<file path="src/rtl/mmio_stream_fifo_if.sv">
// rtl/mmio_stream_fifo_if.sv - processor bus and output stream bundle for mmio_stream_fifo
interface mmio_stream_fifo_if;
  logic [15:0] ADDR;
  logic [15:0] DOUT;
  logic        W;
  logic [15:0] rd_data;
  logic        rd_hit;
  logic [15:0] out_data;
  logic        out_valid;
  logic        out_ready;

  modport master (
    output ADDR, DOUT, W, out_ready,
    input  rd_data, rd_hit, out_data, out_valid
  );

  modport slave (
    input  ADDR, DOUT, W, out_ready,
    output rd_data, rd_hit, out_data, out_valid
  );
endinterface

</file>
<file path="src/rtl/mmio_stream_fifo.sv">
// rtl/mmio_stream_fifo.sv - memory-mapped store capture FIFO drained over a valid/ready stream
module mmio_stream_fifo #(
  parameter logic [3:0] BASE  = 4'h3,
  parameter int         DEPTH = 8,
  parameter int         AW    = 3
) (
  input  logic               Clock,
  input  logic               Resetn,
  mmio_stream_fifo_if.slave  bus
);

  localparam logic [AW:0] FULL_CNT = (AW+1)'(DEPTH);

  logic [15:0]   mem_q [DEPTH];
  logic [AW-1:0] wr_ptr_q, wr_ptr_d;
  logic [AW-1:0] rd_ptr_q, rd_ptr_d;
  logic [AW:0]   count_q, count_d;
  logic          drain_en_q, drain_en_d;
  logic [15:0]   drops_q, drops_d;
  logic [15:0]   rd_data_q, rd_data_d;
  logic          rd_hit_q, rd_hit_d;

  logic          hit;
  logic [1:0]    off;
  logic          wr_en, push_req, ctrl_wr, drops_wr, flush;
  logic          full, empty, pop, do_push, overflow;
  logic [15:0]   head, sel;
  logic [7:0]    count_lo;
  logic          unused_addr;

  // ADDR[11:2] do not decode, so the four registers alias across the window.
  assign unused_addr = ^bus.ADDR[11:2];

  assign hit      = (bus.ADDR[15:12] == BASE);
  assign off      = bus.ADDR[1:0];
  assign wr_en    = bus.W & hit;
  assign push_req = wr_en & (off == 2'd0);
  assign ctrl_wr  = wr_en & (off == 2'd2);
  assign drops_wr = wr_en & (off == 2'd3);
  assign flush    = ctrl_wr & bus.DOUT[0];

  assign full     = (count_q == FULL_CNT);
  assign empty    = (count_q == '0);
  assign head     = mem_q[rd_ptr_q];
  assign count_lo = 8'(count_q);

  assign bus.out_valid = drain_en_q & ~empty;
  assign bus.out_data  = head;

  // Fullness is judged before the edge, so a same-edge pop never frees a slot for the push.
  assign pop      = bus.out_valid & bus.out_ready & ~flush;
  assign do_push  = push_req & ~full & ~flush;
  assign overflow = push_req & full;

  always_comb begin
    sel = 16'h0000;
    case (off)
      2'd0:    sel = empty ? 16'h0000 : head;
      2'd1:    sel = {full, empty, 6'b0, count_lo};
      2'd2:    sel = {14'b0, drain_en_q, 1'b0};
      default: sel = drops_q;
    endcase
  end

  always_comb begin
    wr_ptr_d   = wr_ptr_q;
    rd_ptr_d   = rd_ptr_q;
    count_d    = count_q;
    drain_en_d = drain_en_q;
    drops_d    = drops_q;
    rd_hit_d   = hit;
    rd_data_d  = hit ? sel : 16'h0000;

    if (flush) begin
      wr_ptr_d = '0;
      rd_ptr_d = '0;
      count_d  = '0;
    end else begin
      if (do_push) wr_ptr_d = wr_ptr_q + AW'(1);
      if (pop)     rd_ptr_d = rd_ptr_q + AW'(1);
      count_d = count_q + (AW+1)'(do_push) - (AW+1)'(pop);
    end

    if (ctrl_wr) drain_en_d = bus.DOUT[1];

    if (drops_wr) begin
      drops_d = 16'h0000;
    end else if (overflow && (drops_q != 16'hFFFF)) begin
      drops_d = drops_q + 16'd1;
    end
  end

  always_ff @(posedge Clock or negedge Resetn) begin
    if (!Resetn) begin
      wr_ptr_q   <= '0;
      rd_ptr_q   <= '0;
      count_q    <= '0;
      drain_en_q <= 1'b1;
      drops_q    <= 16'h0000;
      rd_data_q  <= 16'h0000;
      rd_hit_q   <= 1'b0;
    end else begin
      wr_ptr_q   <= wr_ptr_d;
      rd_ptr_q   <= rd_ptr_d;
      count_q    <= count_d;
      drain_en_q <= drain_en_d;
      drops_q    <= drops_d;
      rd_data_q  <= rd_data_d;
      rd_hit_q   <= rd_hit_d;
    end
  end

  // Storage is deliberately left out of reset.
  always_ff @(posedge Clock) begin
    if (do_push) mem_q[wr_ptr_q] <= bus.DOUT;
  end

  assign bus.rd_data = rd_data_q;
  assign bus.rd_hit  = rd_hit_q;

endmodule
</file>
<file path="src/flat_wrapper.sv">
// flat-port wrapper written by rule: the top's interface ports become plain ports
module mmio_stream_fifo_flat 
#(
  parameter logic [3:0] BASE  = 4'h3,
  parameter int         DEPTH = 8,
  parameter int         AW    = 3
)
  (Clock, Resetn, bus_ADDR, bus_DOUT, bus_W, bus_out_ready, bus_rd_data, bus_rd_hit, bus_out_data, bus_out_valid);
  mmio_stream_fifo_if bus_i ();
  input  logic Clock;
  input  logic Resetn;
  input wire logic [$bits(bus_i.ADDR)-1:0] bus_ADDR;
  input wire logic [$bits(bus_i.DOUT)-1:0] bus_DOUT;
  input wire logic [$bits(bus_i.W)-1:0] bus_W;
  input wire logic [$bits(bus_i.out_ready)-1:0] bus_out_ready;
  output wire logic [$bits(bus_i.rd_data)-1:0] bus_rd_data;
  output wire logic [$bits(bus_i.rd_hit)-1:0] bus_rd_hit;
  output wire logic [$bits(bus_i.out_data)-1:0] bus_out_data;
  output wire logic [$bits(bus_i.out_valid)-1:0] bus_out_valid;
  assign bus_i.ADDR = bus_ADDR;
  assign bus_i.DOUT = bus_DOUT;
  assign bus_i.W = bus_W;
  assign bus_i.out_ready = bus_out_ready;
  assign bus_rd_data = bus_i.rd_data;
  assign bus_rd_hit = bus_i.rd_hit;
  assign bus_out_data = bus_i.out_data;
  assign bus_out_valid = bus_i.out_valid;
  mmio_stream_fifo #(.BASE(BASE), .DEPTH(DEPTH), .AW(AW)) u_core (.Clock(Clock), .Resetn(Resetn), .bus(bus_i));
endmodule
</file>
<file path="config.mk">
export PLATFORM = sky130hd
export DESIGN_NAME = mmio_stream_fifo_flat
export DESIGN_NICKNAME = d
export VERILOG_FILES = /design/src/rtl/mmio_stream_fifo_if.sv /design/src/rtl/mmio_stream_fifo.sv /design/src/flat_wrapper.sv
export SDC_FILE = /design/constraint.sdc
export NUM_CORES = 1
export LEC_CHECK = 0
export ABC_AREA = 1
export CAP_MARGIN = 20
export CORE_MARGIN = 2
export CORE_UTILIZATION = 40
export CTS_CLUSTER_DIAMETER = 60
export DETAILED_ROUTE_END_ITERATION = 10
export PLACE_DENSITY = 0.6
export SLEW_MARGIN = 25
export SYNTH_ARGS = -nofsm -noshare
export SYNTH_HDL_FRONTEND = slang
export SYNTH_SLANG_ARGS = --single-unit
</file>
<file path="constraint.sdc">
create_clock -name Clock -period 2.9 [get_ports Clock]
set_clock_uncertainty 0.2 [all_clocks]
set_input_delay 0.58 -clock Clock [delete_from_list [all_inputs] [get_ports Clock]]
set_output_delay 0.58 -clock Clock [all_outputs]
set_load 0.02 [all_outputs]
</file>
# Word-level counts from Yosys, hierarchy flattened
# Memories as Yosys holds them, arrays and structs flattened.
# Index checks and enable logic that the tools add are counted.
# word_totals
reg_bits	44
ram_bits	128
inputBits	36
output_inout_bits	34
word_cells	51
mem_count	1
# memory_table
memory	words	width	rd	rd_ports_with_merged_regs	write_ports	line_no	text
u_core.mem_q	8	16	1	0	1	mmio_stream_fifo.sv:14	logic [15:0] mem_q [DEPTH];
# classes
addsub	5
n_eq_ne	6
mux	12
bitwise_logic	14
reduce_logical	6
# op_table
cell	n
$mux 16	4
$pmux 16 s3	1
$add 16x1->16 const B	1
$ne 16x16->1 const B	1
$mux 3	4
$and 1x1->1	11
$add 3x1->3 const B	2
$reduce_bool 2->1	3
$add 4x1->4	1
$eq 2x2->1 const B	2
$eq 4x2->1 const B	1
$eq 4x4->1 const B	1
$logic_not 4->1	1
$mux 4	1
$sub 4x1->4	1
$not 1->1	3
$eq 2x1->1 const B	1
$logic_not 2->1	1
$mux 1	2
$logic_and 1x1->1	1

# Depth between registers and ports, before layout
# depth
word_depth	9
mapped_depth	14
depth_no_buf	14

# Least setup slack after synthesis
# OpenSTA, ideal clock, no wires.
# synth_path
path_kind	input -> register
startpoint	input port bus_ADDR[15]
endpoint	register u_core.count_q[2]
setup_time_ps	115
arrival_ps	2370
required_ps	2585
slack_ps	215
stages	13
n_path_buf	0
path_cell_list	nor2_2 -> nand2_2 -> nor2_4 -> nand4_2 -> nand2_1 -> inv_1 -> ha_1 -> inv_1 -> ha_1 -> fa_1 -> xor2_1 -> nand2_1 -> inv_1
# synth_via
elab_chain_len	9
elab_cells_between_ends	12
cone_classes	add/sub: 2; eq/ne: 1; mux: 1; bitwise: 8
# synth_rtl
item	line_no	text
start, declared	flat_wrapper.sv:12	input wire logic [$bits(bus_i.ADDR)-1:0] bus_ADDR;
$eq 4x2->1 *	mmio_stream_fifo.sv:34	assign hit = (bus.ADDR[15:12] == BASE);
$and 1x1->1 *	mmio_stream_fifo.sv:36	assign wr_en = bus.W & hit;
$and 1x1->1	mmio_stream_fifo.sv:38	assign ctrl_wr = wr_en & (off == 2'd2);
$and 1x1->1	mmio_stream_fifo.sv:40	assign flush = ctrl_wr & bus.DOUT[0];
$not 1->1	mmio_stream_fifo.sv:51, mmio_stream_fifo.sv:52	
$and 1x1->1	mmio_stream_fifo.sv:52	assign do_push = push_req & ~full & ~flush;
$add 4x1->4	mmio_stream_fifo.sv:81	count_d = count_q + (AW+1)'(do_push) - (AW+1)'(pop);
$sub 4x1->4	mmio_stream_fifo.sv:81	
$mux 4 *	mmio_stream_fifo.sv:74	if (flush) begin
named net u_core.count_d[2]	mmio_stream_fifo.sv:17	logic [AW:0] count_q, count_d;
end signal, assigned	mmio_stream_fifo.sv:105	count_q <= count_d;
end, declared	mmio_stream_fifo.sv:17	
# Mark *: on every way through the listed nets, which the timed path passes. The rest lies on a longest branch.
# A chain may end at the register's enable or synchronous reset.

# Worst setup path in the final report
# layout_path
startpoint	register u_core.rd_ptr_q[0]
endpoint	output port bus_out_data[1]
# layout_via
elab_chain_len	1
# layout_rtl
item	line_no	text
start, declared	mmio_stream_fifo.sv:16	logic [AW-1:0] rd_ptr_q, rd_ptr_d;
start signal, assigned	mmio_stream_fifo.sv:104	rd_ptr_q <= rd_ptr_d;
$mem_v2 8x16	n/a	
end, declared	flat_wrapper.sv:18	output wire logic [$bits(bus_i.out_data)-1:0] bus_out_data;
# Every way passes these cells.

==> summary.md <==
| Metric | Value |
|---|---|
| Via count of the first global-routing pass | `roughly 5,300` |
| Core box area | `about 19,000 sq um` |
| Internal power contribution | `approximately 5.1 mW` |
| Reported net switching power | `2.76 mW` |
| Residual overflow from global routing | `0` |
| Post-layout util | `0.501` |
| Standard-cell row count | `50` |
| Die footprint | `a little over 20,000 sq um` |
| Fraction of synthesis flops using an asynchronous set or reset pin | `0.256` |
| Peak fanout along the critical path | `20` |
| Post-DR wirelength/cell | `16.6 um` |
| Maximum clock insertion buffer count | `2` |
| Cell with the most instances after synthesis | `sky130_fd_sc_hd__nand2_1` |
| Total of buffers placed on input and output ports | `between 50 and 60` |
| CTS tree | `built` |
| Share of layout cells above drive strength 1 | `0.119` |
| Synth Cell Area | `around 7700 sq um` |
| Worst-skew pair later-pin latency | `430 ps` |
| Slowest stage delay, CP | `460 ps` |
| Number of buffers inserted by post-CTS setup repair | `0` |
| Period utilization | `0.951` |
| Cell Pwr Density | `roughly 830 nW/um^2` |
| Sequential cell fraction of total power | `0.359` |
| Mean Syn Cell Area | `a little over 10 sq um` |
| CP max-delay cell | `sky130_fd_sc_hd__dfrtp_2` |
| Worst-margin pin slew | `~730 ps` |
| RSZ-0062 raised after global routing | `yes` |
| Number of H-tree branching levels | `4` |
| Post-synthesis net count | `approximately 800` |
| Clock transition time at the flip-flop clock pins of the worst setup and hold paths | `70 ps` |
| Final wirelength | `about 18 mm` |
| Nature of the critical path endpoint | `output pin` |
| Net count reported at finish | `889` |
| Part of the power in the clock network | `0.303` |
| Shortest period the worst path allows | `2760 ps` |
| List of cells traversed by the critical path | `inv_4 -> buf_12 -> nand2_1 -> nand2_1 -> nand2_1 -> nand3_1 -> and2_1 -> dlygate4sd2_1` |
| Final number of hold-violating endpoints | `0` |
| Yosys synthesis warning count | `0` |
| Fin worst setup slack | `141 ps` |
| First DRT Iteration DRCs | `between 400 and 500` |
| Width of the die | `roughly 140 um` |
| Comb pwr share | `0.339` |
| Number of buffers and inverters on the critical path | `3` |
| Fin area | `between 9000 and 10,000 sq um` |
| Run status | `finished, final reports clean` |
| Placer congestion estimate | `about 0.83` |
| Crit-path most repeated cell | `sky130_fd_sc_hd__nand2_1` |
| Root Driver | `sky130_fd_sc_hd__clkbuf_16` |
| Classification of the worst-slack hold path | `primary input to async pin` |
| Total routing resource utilization after global routing | `0.193` |
| Minimum setup slack after placement | `-150 ps` |
| Worst slew margin relative to its limit | `0.515` |
| Peak supply drop | `0.501 mV` |
| Floorplan die height | `143 um` |
| Number of clock sinks | `172` |
| Initial core utilization | `0.410` |
| Layout overhead on the synthesized area | `22.1%` |
| Most frequent cells after synthesis | `sky130_fd_sc_hd__nand2_1, sky130_fd_sc_hd__edfxtp_1, sky130_fd_sc_hd__nor2_1` |
| Antenna violations before repair | `0` |
| Design Power | `7.81 mW` |
| Number of inserted diodes | `0` |
| Post-route ant nets | `0` |
| First-pass iteration count of the detailed router | `5` |
| Number of enable-type register cells in the synthesized netlist | `128` |
| Final setup violation count | `0` |
| Top cell type by total area after synthesis | `sky130_fd_sc_hd__edfxtp_1` |
| Number of buffers created by CTS | `17` |
| Most used flip-flop cell after synthesis | `sky130_fd_sc_hd__edfxtp_1` |
| Startpoint types | `flop` |
| Area share of the largest cell type after synthesis | `0.497` |
| Top cells by area in the synthesized netlist | `sky130_fd_sc_hd__edfxtp_1, sky130_fd_sc_hd__dfrtp_1, sky130_fd_sc_hd__nand2_1` |
| F_max | `362 MHz` |
| Class of the most critical setup path | `flop to output pin` |
| First-pass GRT wire length | `about 29 mm` |
| DR DRC count | `0` |
| Cell class contributing the biggest share of worst-path delay | `buffers and inverters` |
| Vias | `~5,500` |
| Cells after Synth | `755` |
| Proportion of total power due to net switching | `0.353` |
| Number of register bits inferred by synthesis | `between 150 and 200` |
| Arr. time, crit path | `between 1500 and 2000 ps` |
| Max Slew Vio Count | `0` |
| Sequential cell area fraction in the yosys report | `0.640` |
| Required time of the worst setup path | `between 2000 and 2500 ps` |
| Leakage power | `3.79 nW` |
| DP Wirelength | `approximately 12 mm` |
| Via density | `approximately 4.9` |
| Maximum number of pins on one net before global-route repair | `34` |
| Area after DPL | `between 8000 and 9000 sq um` |
| Post-synth cell types | `35` |
| Count of pins on the block boundary | `70` |
| Number of max-cap violations | `0` |
sequential cells by signal, indices dropped and copies added (netlist names):
register            count
u_core.wr_ptr_q         3
u_core.drain_en_q       1
u_core.drops_q         16
u_core.count_q          4
u_core.bus.rd_data     16
u_core.mem_q          128
u_core.bus.rd_hit       1
u_core.rd_ptr_q         3
cell families (layout without fill, tap and decap cells):
family,after synthesis,in the layout,share of synthesized area
compound gates,72,72,0.0478
fa+ha+maj,10,10,0.0172
flops,172,172,0.640
simple gates,419,419,0.242
buf+inv,73,172,0.0431
xor+xnor,9,9,0.0102
metrics by stage:
step,setup TNS (ps),instances,hold WS [ps]
final,0,1114,17.1
after global routing,-12.5,1114,67.9
after CTS,0,1114,41.0
after detailed placement,-182,1084,340
after global placement,-151,1084,332
after floorplan,0,755,84.4
placed cells by master (no fill, tap or decap), types with 2 or more instances in the layout:
master	instances
sky130_fd_sc_hd__a21oi_1	21
sky130_fd_sc_hd__and2_1	16
sky130_fd_sc_hd__buf_12	5
sky130_fd_sc_hd__buf_4	34
sky130_fd_sc_hd__buf_6	3
sky130_fd_sc_hd__bufinv_16	3
sky130_fd_sc_hd__clkbuf_16	17
sky130_fd_sc_hd__clkbuf_2	5
sky130_fd_sc_hd__clkdlybuf4s15_1	4
sky130_fd_sc_hd__clkdlybuf4s50_1	41
sky130_fd_sc_hd__dfrtp_1	42
sky130_fd_sc_hd__dlygate4sd2_1	7
sky130_fd_sc_hd__edfxtp_1	128
sky130_fd_sc_hd__ha_1	9
sky130_fd_sc_hd__inv_1	37
sky130_fd_sc_hd__inv_6	6
sky130_fd_sc_hd__inv_8	3
sky130_fd_sc_hd__nand2_1	208
sky130_fd_sc_hd__nand3_1	74
sky130_fd_sc_hd__nand3_2	10
sky130_fd_sc_hd__nand3b_1	2
sky130_fd_sc_hd__nand4_1	11
sky130_fd_sc_hd__nor2_1	89
sky130_fd_sc_hd__nor2_4	4
sky130_fd_sc_hd__o21ai_0	44
sky130_fd_sc_hd__o21ai_1	3
sky130_fd_sc_hd__o21bai_1	3
sky130_fd_sc_hd__xor2_1	8
power groups by stage:
stage	clock network (mW)	logic, mW	registers, mW
2_1_floorplan	0	1.70	2.83
3_3_place_gp	0	2.78	2.84
3_5_place_dp	0	2.78	2.85
4_1_cts	2.40	2.68	2.80
5_1_grt	2.52	2.96	2.81
6_report	2.37	2.64	2.80
cell type report:
cell class                 instances  area, sq um
clock buffer                      17          425
inverter                          41          161
clock inverter                    13          180
fill                            1741         9400
multi-input combinational        510         2450
timing repair buffer             101          943
sequential                       172         4950
tap                              260          325
repair_timing:
item                       in CTS  in global routing
gates resized for setup        20                 15
hold buffers                    0                  0
setup endpoints to repair      16                 12
routing by layer:
metal / part of all wire / global-route usage / vias to the layer above
met4: 0.015 / 0.0584 / 0
met2: 0.47 / 0.302 / 106
met5: 0 / 0 / -
met3: 0.046 / 0.0449 / 20
met1: 0.47 / 0.268 / 2624
li1: - / - / 2716
worst reg2reg max path: cells and delay by family, from the launching register on:
| kind | cells | cell delay, ps |
|---|---|---|
| flops | 1 | 390 |
| buf+inv | 5 | 320 |
| fa+ha+maj | 4 | 1000 |
| simple gates | 4 | 440 |
| xor+xnor | 1 | 180 |
final timing paths:
kind,startpoint,to,slack (ps),cells past startpoint
hold / removal,Resetn,u_core.bus.rd_data[8],20,1
max in group asynchronous,Resetn,u_core.drops_q[12],1830,2
min in group Clock,u_core.drain_en_q,u_core.drain_en_q,350,2
setup / recovery,u_core.rd_ptr_q[0],bus_out_data[1],140,8
hold reg to reg,u_core.drain_en_q,u_core.drain_en_q,350,2
setup reg to reg,u_core.count_q[2],u_core.count_q[2],280,14
No activity file was read; power rests on OpenSTA's default activity.
